## src/rtl/sys_io_regs_pkg.sv

```systemverilog
// sys_io_regs_pkg: shared constants for the system I/O register block.
package sys_io_regs_pkg;
  localparam logic [4:0] MISC_INVERT = 5'h03;
  localparam logic [4:0] MISC_COIN0 = 5'h08;
  localparam logic [4:0] MISC_COIN1 = 5'h09;
  localparam logic [4:0] MISC_FLIP = 5'h10;
  localparam logic [7:0] LATCH_RST_DEF = 8'h00;
  localparam logic [15:0] SCROLL_RST_DEF = 16'h0000;
  typedef enum logic [2:0] {SRC_FGX, SRC_FGY, SRC_BGX, SRC_BGY, SRC_LATCH, SRC_MISC} src_e;
  localparam int NSRC = 6;
endpackage

```

## src/rtl/sys_io_regs_edge_strobe.sv

```systemverilog
// edge_strobe: registered rising-edge detector that only arms after the input has been seen low.
module edge_strobe (
  input  logic clk,
  input  logic reset,
  input  logic in,
  output logic pulse
);
  logic low_seen;
  always_ff @(posedge clk or posedge reset)
    if (reset) low_seen <= 1'b0;
    else low_seen <= !in;
  // A level still high out of reset never fires until it drops and returns.
  assign pulse = in & low_seen;
endmodule

```

## src/rtl/sys_io_regs.sv

```systemverilog
// sys_io_regs: M68K-written scroll/misc registers and the 68K-to-Z80 sound command latch.
module sys_io_regs
  import sys_io_regs_pkg::*;
#(
  parameter logic [7:0] LATCH_RST = LATCH_RST_DEF,
  parameter logic [15:0] SCROLL_RST = SCROLL_RST_DEF
) (
  input  logic        clk,
  input  logic        reset,
  input  logic [15:0] m68k_din,
  input  logic        m68k_rw,
  input  logic        m68k_uds_n,
  input  logic        m68k_lds_n,
  input  logic        fg_scroll_x_cs,
  input  logic        fg_scroll_y_cs,
  input  logic        bg_scroll_x_cs,
  input  logic        bg_scroll_y_cs,
  input  logic        sound_latch_cs,
  input  logic        misc_cs,
  input  logic [4:0]  m68k_a5_1,
  input  logic        z80_latch_cs,
  input  logic        z80_rd_n,
  output logic [15:0] fg_scroll_x,
  output logic [15:0] fg_scroll_y,
  output logic [15:0] bg_scroll_x,
  output logic [15:0] bg_scroll_y,
  output logic        flip,
  output logic        invert_ctrl,
  output logic        coin_ctr0,
  output logic        coin_ctr1,
  output logic [7:0]  sound_latch,
  output logic        z80_nmi_n,
  output logic        sound_overrun
);
  logic strobe, rd_rise, rd_end, lat_wr, pending, pending_d;
  logic [NSRC-1:0] sel, commit;
  logic [3:0][15:0] scroll;
  assign strobe = !m68k_rw & (!m68k_uds_n | !m68k_lds_n);
  assign sel = {misc_cs, sound_latch_cs, bg_scroll_y_cs, bg_scroll_x_cs, fg_scroll_y_cs, fg_scroll_x_cs};
  for (genvar g = 0; g < NSRC; g++) begin : g_src
    edge_strobe u_es (.clk(clk), .reset(reset), .in(sel[g] & strobe), .pulse(commit[g]));
  end
  edge_strobe u_rd (.clk(clk), .reset(reset), .in(z80_rd_n), .pulse(rd_rise));
  assign rd_end = rd_rise & z80_latch_cs;
  assign lat_wr = commit[SRC_LATCH] & !m68k_lds_n;
  // A new command beats a concurrent read-end so it is never silently dropped.
  assign pending_d = lat_wr | (pending & !rd_end);
  assign {bg_scroll_y, bg_scroll_x, fg_scroll_y, fg_scroll_x} = scroll;
  always_ff @(posedge clk or posedge reset)
    if (reset) begin
      scroll <= {4{SCROLL_RST}};
      sound_latch <= LATCH_RST;
      pending <= 1'b0;
      z80_nmi_n <= 1'b1;
      sound_overrun <= 1'b0;
      flip <= 1'b0;
      invert_ctrl <= 1'b0;
      coin_ctr0 <= 1'b0;
      coin_ctr1 <= 1'b0;
    end else begin
      for (int i = 0; i < 4; i++) begin
        if (commit[i] && !m68k_uds_n) scroll[i][15:8] <= m68k_din[15:8];
        if (commit[i] && !m68k_lds_n) scroll[i][7:0] <= m68k_din[7:0];
      end
      invert_ctrl <= (commit[SRC_MISC] && m68k_a5_1 == MISC_INVERT) ? |m68k_din : invert_ctrl;
      coin_ctr0 <= (commit[SRC_MISC] && m68k_a5_1 == MISC_COIN0) ? m68k_din[0] : coin_ctr0;
      coin_ctr1 <= (commit[SRC_MISC] && m68k_a5_1 == MISC_COIN1) ? m68k_din[0] : coin_ctr1;
      flip <= (commit[SRC_MISC] && m68k_a5_1 == MISC_FLIP) ? m68k_din[0] : flip;
      sound_latch <= lat_wr ? m68k_din[7:0] : sound_latch;
      sound_overrun <= sound_overrun | (lat_wr & pending);
      pending <= pending_d;
      z80_nmi_n <= !pending_d;
    end
endmodule

```

## config.mk

```make
export PLATFORM = sky130hd
export DESIGN_NAME = sys_io_regs
export DESIGN_NICKNAME = d
export VERILOG_FILES = /design/src/rtl/sys_io_regs_pkg.sv /design/src/rtl/sys_io_regs_edge_strobe.sv /design/src/rtl/sys_io_regs.sv
export SDC_FILE = /design/constraint.sdc
export NUM_CORES = 1
export LEC_CHECK = 0
export ABC_AREA = 1
export ABC_CLOCK_PERIOD_IN_PS = 3720
export BUFFER_PORTS_ARGS = -buffer_cell sky130_fd_sc_hd__buf_4
export CORE_MARGIN = 5
export CORE_UTILIZATION = 40
export DETAILED_ROUTE_END_ITERATION = 10
export PLACE_DENSITY = 0.73
export SLEW_MARGIN = 30
export SYNTH_ARGS = -nofsm -noshare
export SYNTH_HDL_FRONTEND = slang
export SYNTH_SLANG_ARGS = --single-unit
export TNS_END_PERCENT = 20
```

## constraint.sdc

```tcl
create_clock -name clk -period 3.72 [get_ports clk]
set_input_delay 0.93 -clock clk [delete_from_list [all_inputs] [get_ports clk]]
set_output_delay 0.93 -clock clk [all_outputs]
set_load 0.01 [all_outputs]
```

==> impl_results.md <==
* Run status: finished clean
* Arrival @ worst endpoint at 2.65 ns
* RR Startpoint: g_src[4].u_es.low_seen$_DFF_PP0_
* Finished Core Util at a little over half
* Clk pwr share at 26.3%
* TritonCTS clock tree: yes
* Final period utilization at 64.7%
* Initial Utilization at roughly 41%
* Post-synthesis mux area share at 0%
* Resized cells post-CTS at 0
* Comb power frac at 24.8%
* Largest family of logic cells by synthesized area: simple AND/OR/NAND/NOR gates
* Hold Path Origin: pending$_DFF_PP0_
* WP depth at 7
* Full die area at between 10000 and 15000 um2
* Core area at ~8600 um2
* Startpoint types: primary input
* Minimum clock period at 2.41 ns
* Top FF cell, synth: dfrtp_1
* Number of flops mapped to enable cells by yosys at 0
* Synth top cells by count: nand2_1 (237), dfrtp_1 (85), nor2_1 (18)
* Via count at between 2k and 3k
* Worst r2r dst: sound_latch[2]$_DFFE_PP0P_
* WHS Path Cells at 1
* Total track usage at roughly 17%
* Final TNS setup at 0 ns
* Global placement routability congestion at 0.758
* Ant diodes at 0
* Post-synth ARST share at between 90% and 100%
* Reg power frac at 48.8%
* Max Buffers Root-to-Sink at 2
* Post-synthesis area per instance at approximately 8.7 um2
* CTS clk-pin slew, worst paths at 0.09 ns
* Critical-path cell list: buf_4, inv_1, nand3_1, nor2_1, inv_1, nand2_1, nand2_1
* Final HPWL DP at 6950 um
* Critical Path RT at slightly below 4 ns
* Synthesized-area fraction occupied by adder cells at 0%
* CP top delay family: simple AND/OR/NAND/NOR gates
* CP max stage delay at slightly below 0.6 ns
* Hold EP: z80_nmi_n$_DFF_PP1_
* Syn nets at 436
* Gr ovfl total at 0
* Buffers and inverters on the worst path at 3
* PwrDens at about 540 nW/um2
* Worst Reg-to-Reg Cells at 5
* Clock Sinks at 86
* Largest net degree at the start of global routing at between 50 and 60
* Top-count cell post-synth: nand2_1
* Die Y at approximately 100 um
* # IOs at 112
* Critical path endpoint category: flip-flop
* Site Rows at 34
* Worst Path Max Fanout at 11
* Peak VDD IR at between 0.2 and 0.25 mV
* Tightest Pin Transition at slightly above 0.7 ns
* Antenna Nets Post-Route at 0
* Leak Pwr at approximately 2.6 nW
* Via density at ~4.6
* Clock insertion delay at the later pin of the skew report at between 0.3 and 0.4 ns
* Synth Area in XOR/XNOR at 0%
* Drt initial violations at 84
* Hold WC Path Type: flip-flop to flip-flop
* Post-Synth Simple-Gate Area at 35.5%
* Share of layout cells above drive strength 1 at a little under a third
* Fmax achieved at between 400 and 500 MHz
* Hold buffer count at cts at 0
* Synth Area in Compound Gates at 0.464%
* Placed Area at about 4500 um2
* Layout area overhead at 33.0%
* Ranking of synthesized cells by area: dfrtp_1 (61%), nand2_1 (25%), nand4_4 (2.4%)
* Critical path class: primary input to flip-flop
* RSZ-0062 raised after global routing: no
* # setup viols final at 0
* WL per Instance at around 15 um
* Post-synthesis register bit count at 86
* Number of max-cap violations at 0
* Seq/Total Area, Yosys at around three fifths
* DRC violations left at 0
* Filler Cell Count at between 800 and 900
* Synth cell types at 19
* CTS Root Cell: clkbuf_8
* Cells after synthesis at 402
* R2R Setup Slk at 2.17 ns
* First drt pass iteration count at 4
* Drt total wl at 9250 um
* Slowest stage cell, crit path: nor2_1
* Largest area contributor in the netlist: dfrtp_1
* Global-route wire length before repair at 15300 um
* Final slew viol count at 0
* IO buf count at around 110
* Finished Cell Area at between 4000 and 5000 um2
* Fin. Hold Viols at 0
* Die W at between 100 and 150 um
* Clk_skew at between 0.007 and 0.008 ns
* H-Tree Depth at 3
* Sw Pwr at 780 uW
* CTS buffer count at 9
* Initial antenna violation count at 0
* Postcts setup bufs at 0
* Relative slew slack at about half
* Cell Int Power at 1.73 mW
* Synth warn at 0
* Vias in the first global route at approximately 3.0k
* NumNets Final at about 560
* Cell Area, Synth at between 3000 and 4000 um2
* Sw Share at 31.1%
* Area share of the largest cell type after synthesis at 60.6%
-- layout make-up --
type | instances | area [um2] | share of cell area (%)
sequential | 86 | 2150 | 46.2
multi-input combinational | 295 | 1260 | 27.1
timing repair buffer | 113 | 848 | 18.2
tap | 108 | 135 | 2.90
clock buffer | 10 | 128 | 2.74
clock inverter | 6 | 70.1 | 1.50
inverter | 17 | 66.3 | 1.42
-- stage by stage --
stage          setup WS, ns  hold WS, ns  std cells  power, mW
4_1_cts                1.33        0.439        635       2.54
3_5_place_dp          0.939        0.416        619       1.88
2_1_floorplan         0.570        0.400        402       1.48
5_1_grt                1.17        0.474        635       2.66
3_3_place_gp           1.08        0.423        619       1.86
6_report               1.31        0.441        635       2.51
-- routing by layer --
metal / GRT usage, % / wire (um) / share of wire [%]
met1: 22.7 / 4120 / 45
met3: 5.85 / 674 / 7.3
met5: 0 / 0 / 0
met2: 27.8 / 4360 / 47
met4: 4.59 / 89 / 0.96
-- worst max-delay path by stage --
stage	start	to	slack (ns)
floorplan	reset	bg_scroll_x[0]$_DFFE_PP0P_	0.57
global placement	m68k_rw	sound_latch[5]$_DFFE_PP0P_	1.08
detailed placement	m68k_rw	sound_latch[2]$_DFFE_PP0P_	0.94
CTS	m68k_rw	sound_latch[2]$_DFFE_PP0P_	1.33
global route	m68k_rw	sound_latch[2]$_DFFE_PP0P_	1.17
finish	m68k_rw	sound_latch[2]$_DFFE_PP0P_	1.31
-- worst reg2reg max path: stages, from the launching register on --
cell     delay, ns
dfrtp_1       0.33
nand2_1       0.05
nor2_1        0.57
inv_1         0.30
nand2_1       0.14
nand2_1       0.06
-- placed cells by master, fill, tap and decap left out --
cell,count
nand2_2,9
nand2_1,237
clkinvlp_4,3
a21o_1,1
clkbuf_8,9
inv_4,1
dfrtp_1,85
inv_2,5
nand3_1,14
buf_4,113
clkbuf_1,1
nand4_4,4
nor2_4,1
nor2_1,18
nor2_2,8
a21oi_2,1
dfstp_2,1
bufinv_16,1
nand3_2,1
inv_6,2
nand4_1,1
inv_1,11
-- cells by family (layout without fill, tap and decap cells) --
group / after synthesis / count (layout)
flops: 86 / 86
simple gates: 293 / 293
buf+inv: 21 / 146
compound gates: 2 / 2
-- registers in the layout, indices dropped and copies added, names as in the netlist --
signal               cells
bg_scroll_y             16
pending                  1
fg_scroll_y             16
flip                     1
coin_ctr1                1
fg_scroll_x             16
sound_latch              8
invert_ctrl              1
z80_nmi_n                1
g_src.u_es.low_seen      6
coin_ctr0                1
sound_overrun            1
bg_scroll_x             16
u_rd.low_seen            1
-- power groups by stage --
stage	combinational, mW	sequential [mW]	clock (mW)
6_report	0.624	1.23	0.662
5_1_grt	0.693	1.25	0.722
4_1_cts	0.636	1.23	0.674
3_5_place_dp	0.637	1.24	0
3_3_place_gp	0.618	1.24	0
2_1_floorplan	0.183	1.30	0
No activity file was read; power rests on OpenSTA's default activity.
